**config.mk**
```make
export PLATFORM = sky130hd
export DESIGN_NAME = uart_tx_arbiter
export DESIGN_NICKNAME = d
export VERILOG_FILES = /design/src/rtl/uart_tx_arbiter.sv
export SDC_FILE = /design/constraint.sdc
export NUM_CORES = 1
export LEC_CHECK = 0
export ABC_AREA = 0
export CAP_MARGIN = 20
export CORE_MARGIN = 2
export CORE_UTILIZATION = 48
export CTS_CLUSTER_DIAMETER = 120
export CTS_CLUSTER_SIZE = 30
export DETAILED_ROUTE_END_ITERATION = 8
export GPL_TIMING_DRIVEN = 0
export PLACE_DENSITY = 0.78
export SETUP_SLACK_MARGIN = 0.5
export SYNTH_ARGS = -nofsm -noshare
export SYNTH_HDL_FRONTEND = slang
export SYNTH_SLANG_ARGS = --single-unit
export TNS_END_PERCENT = 30
```
**constraint.sdc**
```tcl
create_clock -name sys_clk -period 2.3 [get_ports sys_clk]
set_input_delay 0.46 -clock sys_clk [delete_from_list [all_inputs] [get_ports sys_clk]]
set_output_delay 0.46 -clock sys_clk [all_outputs]
set_load 0.02 [all_outputs]
```
**src/rtl/uart_tx_arbiter.sv**
```systemverilog
// Two-requester round-robin front end for a single UART transmitter.
// Each requester has a one-word holding buffer; words are issued to the driver via tx_start/tx_ready.
module uart_tx_arbiter #(
  parameter int NUM_DATA_BITS = 8,
  parameter int ACK_TIMEOUT   = 4
) (
  input  logic                     sys_clk,
  input  logic                     rst,
  input  logic                     req0_valid,
  input  logic [NUM_DATA_BITS-1:0] req0_data,
  output logic                     req0_ready,
  input  logic                     req1_valid,
  input  logic [NUM_DATA_BITS-1:0] req1_data,
  output logic                     req1_ready,
  input  logic                     tx_ready,
  output logic                     tx_start,
  output logic [NUM_DATA_BITS-1:0] tx_data,
  output logic                     grant_id,
  output logic                     busy,
  output logic                     tx_err
);

  localparam int CNT_W = $clog2(ACK_TIMEOUT + 1);

  typedef enum logic [1:0] {IDLE, WAIT_BUSY, WAIT_DONE} state_t;

  state_t                   state_q, state_d;
  logic                     full0_q, full0_d, full1_q, full1_d;
  logic [NUM_DATA_BITS-1:0] buf0_q, buf0_d, buf1_q, buf1_d;
  logic                     tx_start_q, tx_start_d;
  logic [NUM_DATA_BITS-1:0] tx_data_q, tx_data_d;
  logic                     grant_q, grant_d;
  logic                     last_q, last_d;
  logic [CNT_W-1:0]         cnt_q, cnt_d;
  logic                     err_q, err_d;
  logic                     sel;

  always_comb begin
    state_d    = state_q;
    full0_d    = full0_q;
    full1_d    = full1_q;
    buf0_d     = buf0_q;
    buf1_d     = buf1_q;
    tx_start_d = 1'b0;
    tx_data_d  = tx_data_q;
    grant_d    = grant_q;
    last_d     = last_q;
    cnt_d      = cnt_q;
    err_d      = 1'b0;
    sel        = (full0_q & full1_q) ? ~last_q : full1_q;

    // Accept only into an empty buffer, so an accept never coincides with an issue-clear.
    if (req0_valid && !full0_q) begin
      full0_d = 1'b1;
      buf0_d  = req0_data;
    end
    if (req1_valid && !full1_q) begin
      full1_d = 1'b1;
      buf1_d  = req1_data;
    end

    case (state_q)
      IDLE: begin
        if (tx_ready && (full0_q || full1_q)) begin
          tx_data_d  = sel ? buf1_q : buf0_q;
          tx_start_d = 1'b1;
          if (sel) full1_d = 1'b0;
          else     full0_d = 1'b0;
          grant_d = sel;
          last_d  = sel;
          cnt_d   = '0;
          state_d = WAIT_BUSY;
        end
      end
      WAIT_BUSY: begin
        // The word is dropped on timeout rather than retried.
        if (!tx_ready) begin
          state_d = WAIT_DONE;
        end else if (cnt_q == CNT_W'(ACK_TIMEOUT - 1)) begin
          err_d   = 1'b1;
          state_d = IDLE;
        end else begin
          cnt_d = cnt_q + CNT_W'(1);
        end
      end
      WAIT_DONE: begin
        if (tx_ready) state_d = IDLE;
      end
      default: state_d = IDLE;
    endcase
  end

  always_ff @(posedge sys_clk or posedge rst) begin
    if (rst) begin
      state_q    <= IDLE;
      full0_q    <= 1'b0;
      full1_q    <= 1'b0;
      tx_start_q <= 1'b0;
      tx_data_q  <= '0;
      grant_q    <= 1'b0;
      last_q     <= 1'b1;
      cnt_q      <= '0;
      err_q      <= 1'b0;
    end else begin
      state_q    <= state_d;
      full0_q    <= full0_d;
      full1_q    <= full1_d;
      tx_start_q <= tx_start_d;
      tx_data_q  <= tx_data_d;
      grant_q    <= grant_d;
      last_q     <= last_d;
      cnt_q      <= cnt_d;
      err_q      <= err_d;
    end
  end

  // Buffer contents are qualified by the full flags and need no reset.
  always_ff @(posedge sys_clk) begin
    buf0_q <= buf0_d;
    buf1_q <= buf1_d;
  end

  assign req0_ready = ~full0_q;
  assign req1_ready = ~full1_q;
  assign tx_start   = tx_start_q;
  assign tx_data    = tx_data_q;
  assign grant_id   = grant_q;
  assign busy       = (state_q != IDLE);
  assign tx_err     = err_q;

endmodule

```
==> reports/qor.csv <==
stage,metric,value,unit
run_status,run_status,completed,
cells_and_area,final_cell_mix,"clkdlybuf4s50_1, dfrtp_1, edfxtp_1, nand4b_1, o221a_1",
setup_path,reg2reg_slack,0.55,ns
synth,syn_nets,110,
clocking,clock_path_buffers,2,
floorplanning,die_w,58.2,um
timing,finalSetupViolations,0,
job,maxCapViolations,0,
route,dr.pass1.iters,3,
synth,synth_area_per_cell,16.2,um^2
setup_path,reg2reg_from,cnt_q[0],
route,drc,0,
synth,synth_area,0.00141,mm^2
setup_path,cp_slowest_cell,clkdlybuf4s50_1,
clocking,clock_latency,0.31,ns
min_path,hp-class,reg -> reg,
setup_path,path_cells,clkdlybuf4s50_1,
route,vias_per_cell,5.41,
route,postRouteWirelength,2.53,mm
floorplanning,die_h,58.2,um
clocking,clkSlewWorstSetupHoldPaths,0.10,ns
timing,hold_viol_final,0,
floorplanning,core,0.00278,mm^2
placed_design,dpl.cell_count,152,
setup_path,arrival,1.29,ns
timing,tns,0,ns
clocking,cts_buffers,5,
pwr,p_sw_share,34.3,%
clocking,clockRootBuffer,clkbuf_4,
pwr,cellInternalPower,1.37,mW
floorplanning,die-area,0.00338,mm^2
setup_path,end_kind,output pin,
floorplanning,ios,35,
global_route,grt_max_degree,20,
timing,drv_slew,0,
setup_path,required,1.84,ns
cells_and_area,fin_cells,160,
timing,fin_crit,1.75,ns
timing,fin_crit_sh,76.0,%
setup_path,slowest_delay,0.62,ns
pwr,ir_worst_vdd,0.713,mV
cells_and_area,area_growth,30.8,%
timing,fin_skew,0.00558,ns
route,drtIter0Drc,9,
placed_design,gp_congestion,0.773,
clocking,cts_tree,yes,
global_route,grt_pass1_vias,905,
timing,slew_headroom,53.1,%
floorplanning,rows,19,
timing,fmax,0.572,GHz
pwr,p_sw,0.719,mW
min_path,worstHoldEndpoint,cnt_q[0],
pwr,power_leakage,0.715,nW
pwr,power_frac_comb,39.0,%
floorplanning,start_util,50.6,%
route,wl_per_cell,15.8,um
setup_path,rr_worst_depth,4,
setup_path,path_max_fanout,2,
setup_path,cp-start-kind,flip-flop,
synth,synth_cells,87,
min_path,holdCritStartpoint,cnt_q[0],
min_path,worstHoldPathCells,1,
synth,yosysSeqAreaShare,68.0,%
synth,ys_types,30,
clocking,numClockSinks,35,
route,ant_nets,0,
synth,yosysWarnings,0,
setup_path,path_buf_inv,1,
setup_path,cpLargestDelayFamily,buffers and inverters,
synth,synth-edff-count,16,
setup_path,regToRegEndpoint,cnt_q[1],
clocking,cts_max_level,2,
placed_design,dp_hpwl,1.89,mm
clocking,post-cts-setup-buffers,0,
cells_and_area,drive_above_1_share,15.5,%
clocking,ctsHoldBuffers,0,
global_route,antenna_found_initial,0,
synth,synthArstFlopShare,54.3,%
timing,worstMarginPinSlew,0.702,ns
placed_design,portBuffers,34,
global_route,grt_pass1_wl,4.15,mm
route,vias,866,
pwr,p_clk_share,14.3,%
global_route,overflow,0,
synth,synth_seq_cells,35,
timing,rsz0062_at_grt,true,
cells_and_area,layout_commonest_cell,clkdlybuf4s50_1,
setup_path,critical_path_class,reg -> out,
synth,ys.flop_type,dfrtp_1,
global_route,grtUsageTotal,16.9,%
pwr,power_density,1140,mW/mm^2
cells_and_area,diodes,0,
cells_and_area,final_nets,151,
pwr,p_seq_share,46.7,%
area by class of cell:
cell class / count / area (um^2)
fill: 206 / 940
clock inverter: 1 / 5.00
multi-input combinational: 42 / 402
buffer: 4 / 30.0
tap: 31 / 38.8
timing repair buffer: 34 / 342
sequential: 35 / 957
inverter: 6 / 22.5
clock buffer: 7 / 45.0
routing by layer:
layer | global-route usage (%) | part of all wire [%] | routed length, um
met4 | 7.31 | 1.6 | 40
met1 | 20.7 | 40 | 1020
met2 | 27.8 | 53 | 1350
met5 | 0 | 0 | 0
met3 | 4.91 | 4.9 | 123
Yosys cell counts, types with 2 or more instances:
master	n	area share, %
ha_1	2	1.8
inv_1	5	1.3
o21a_1	3	1.6
o221a_1	8	6.4
nand2_1	3	0.80
nand4b_1	8	5.0
edfxtp_1	16	34
dfrtp_1	18	32
buf_4	3	1.6
worst max-delay path by stage:
stage	to	slack, ns	cells after the start	from
after detailed placement	tx_data[0]	0.38	5	tx_ready
after CTS	req1_ready	0.33	2	full1_q
after global routing	cnt_q[1]	0.48	4	cnt_q[0]
after global placement	tx_data[2]	0.38	5	tx_ready
final	tx_data[4]	0.55	1	tx_data[4]
after floorplan	cnt_q[1]	0.67	4	cnt_q[0]
cell families after synthesis:
group                    count (synthesis)  synth area share (%)
flip-flops                              35                  68.0
AND/OR/NAND/NOR                         21                  11.3
AO/OA/AOI/OAI                           16                  13.1
buffers and inverters                   10                  3.47
multiplexers                             2                  1.78
adder cells (fa/ha/maj)                  2                  1.78
XOR/XNOR                                 1                 0.622
stage by stage:
| step | cell area, um^2 | power, mW | utilization, % | worst slack [ns] | hold slack, ns |
|---|---|---|---|---|---|
| finish | 1840 | 2.09 | 66.2 | 0.551 | 0.491 |
| global route | 1840 | 2.22 | 66.2 | 0.485 | 0.505 |
| CTS | 1830 | 2.12 | 65.9 | 0.331 | 0.495 |
| detailed placement | 1790 | 1.83 | 64.2 | 0.376 | 0.482 |
| global placement | 1790 | 1.79 | 64.2 | 0.378 | 0.470 |
| floorplan | 1410 | 1.48 | - | 0.672 | 0.410 |
what timing repair did:
item / in CTS / in global routing
gates resized for setup: 2 / 7
gates cloned: 0 / 0
setup endpoints to repair: 3 / 10
power groups by stage:
stage,Clock (mW),Sequential (mW),Combinational (mW)
after global routing,0.345,0.999,0.876
after detailed placement,0,0.995,0.832
after global placement,0,0.981,0.808
after CTS,0.312,0.981,0.825
after floorplan,0,1.07,0.413
final,0.299,0.978,0.816
registers in the layout, summed over array words and instances, names as in the netlist:
signal and flops:
tx_data 8, grant_id 1, buf0_q 8, tx_start 1
state_q 2, last_q 1, full0_q 1, tx_err 1
cnt_q 3, full1_q 1, buf1_q 8
Note: power is estimated with default switching activity, not from simulation.
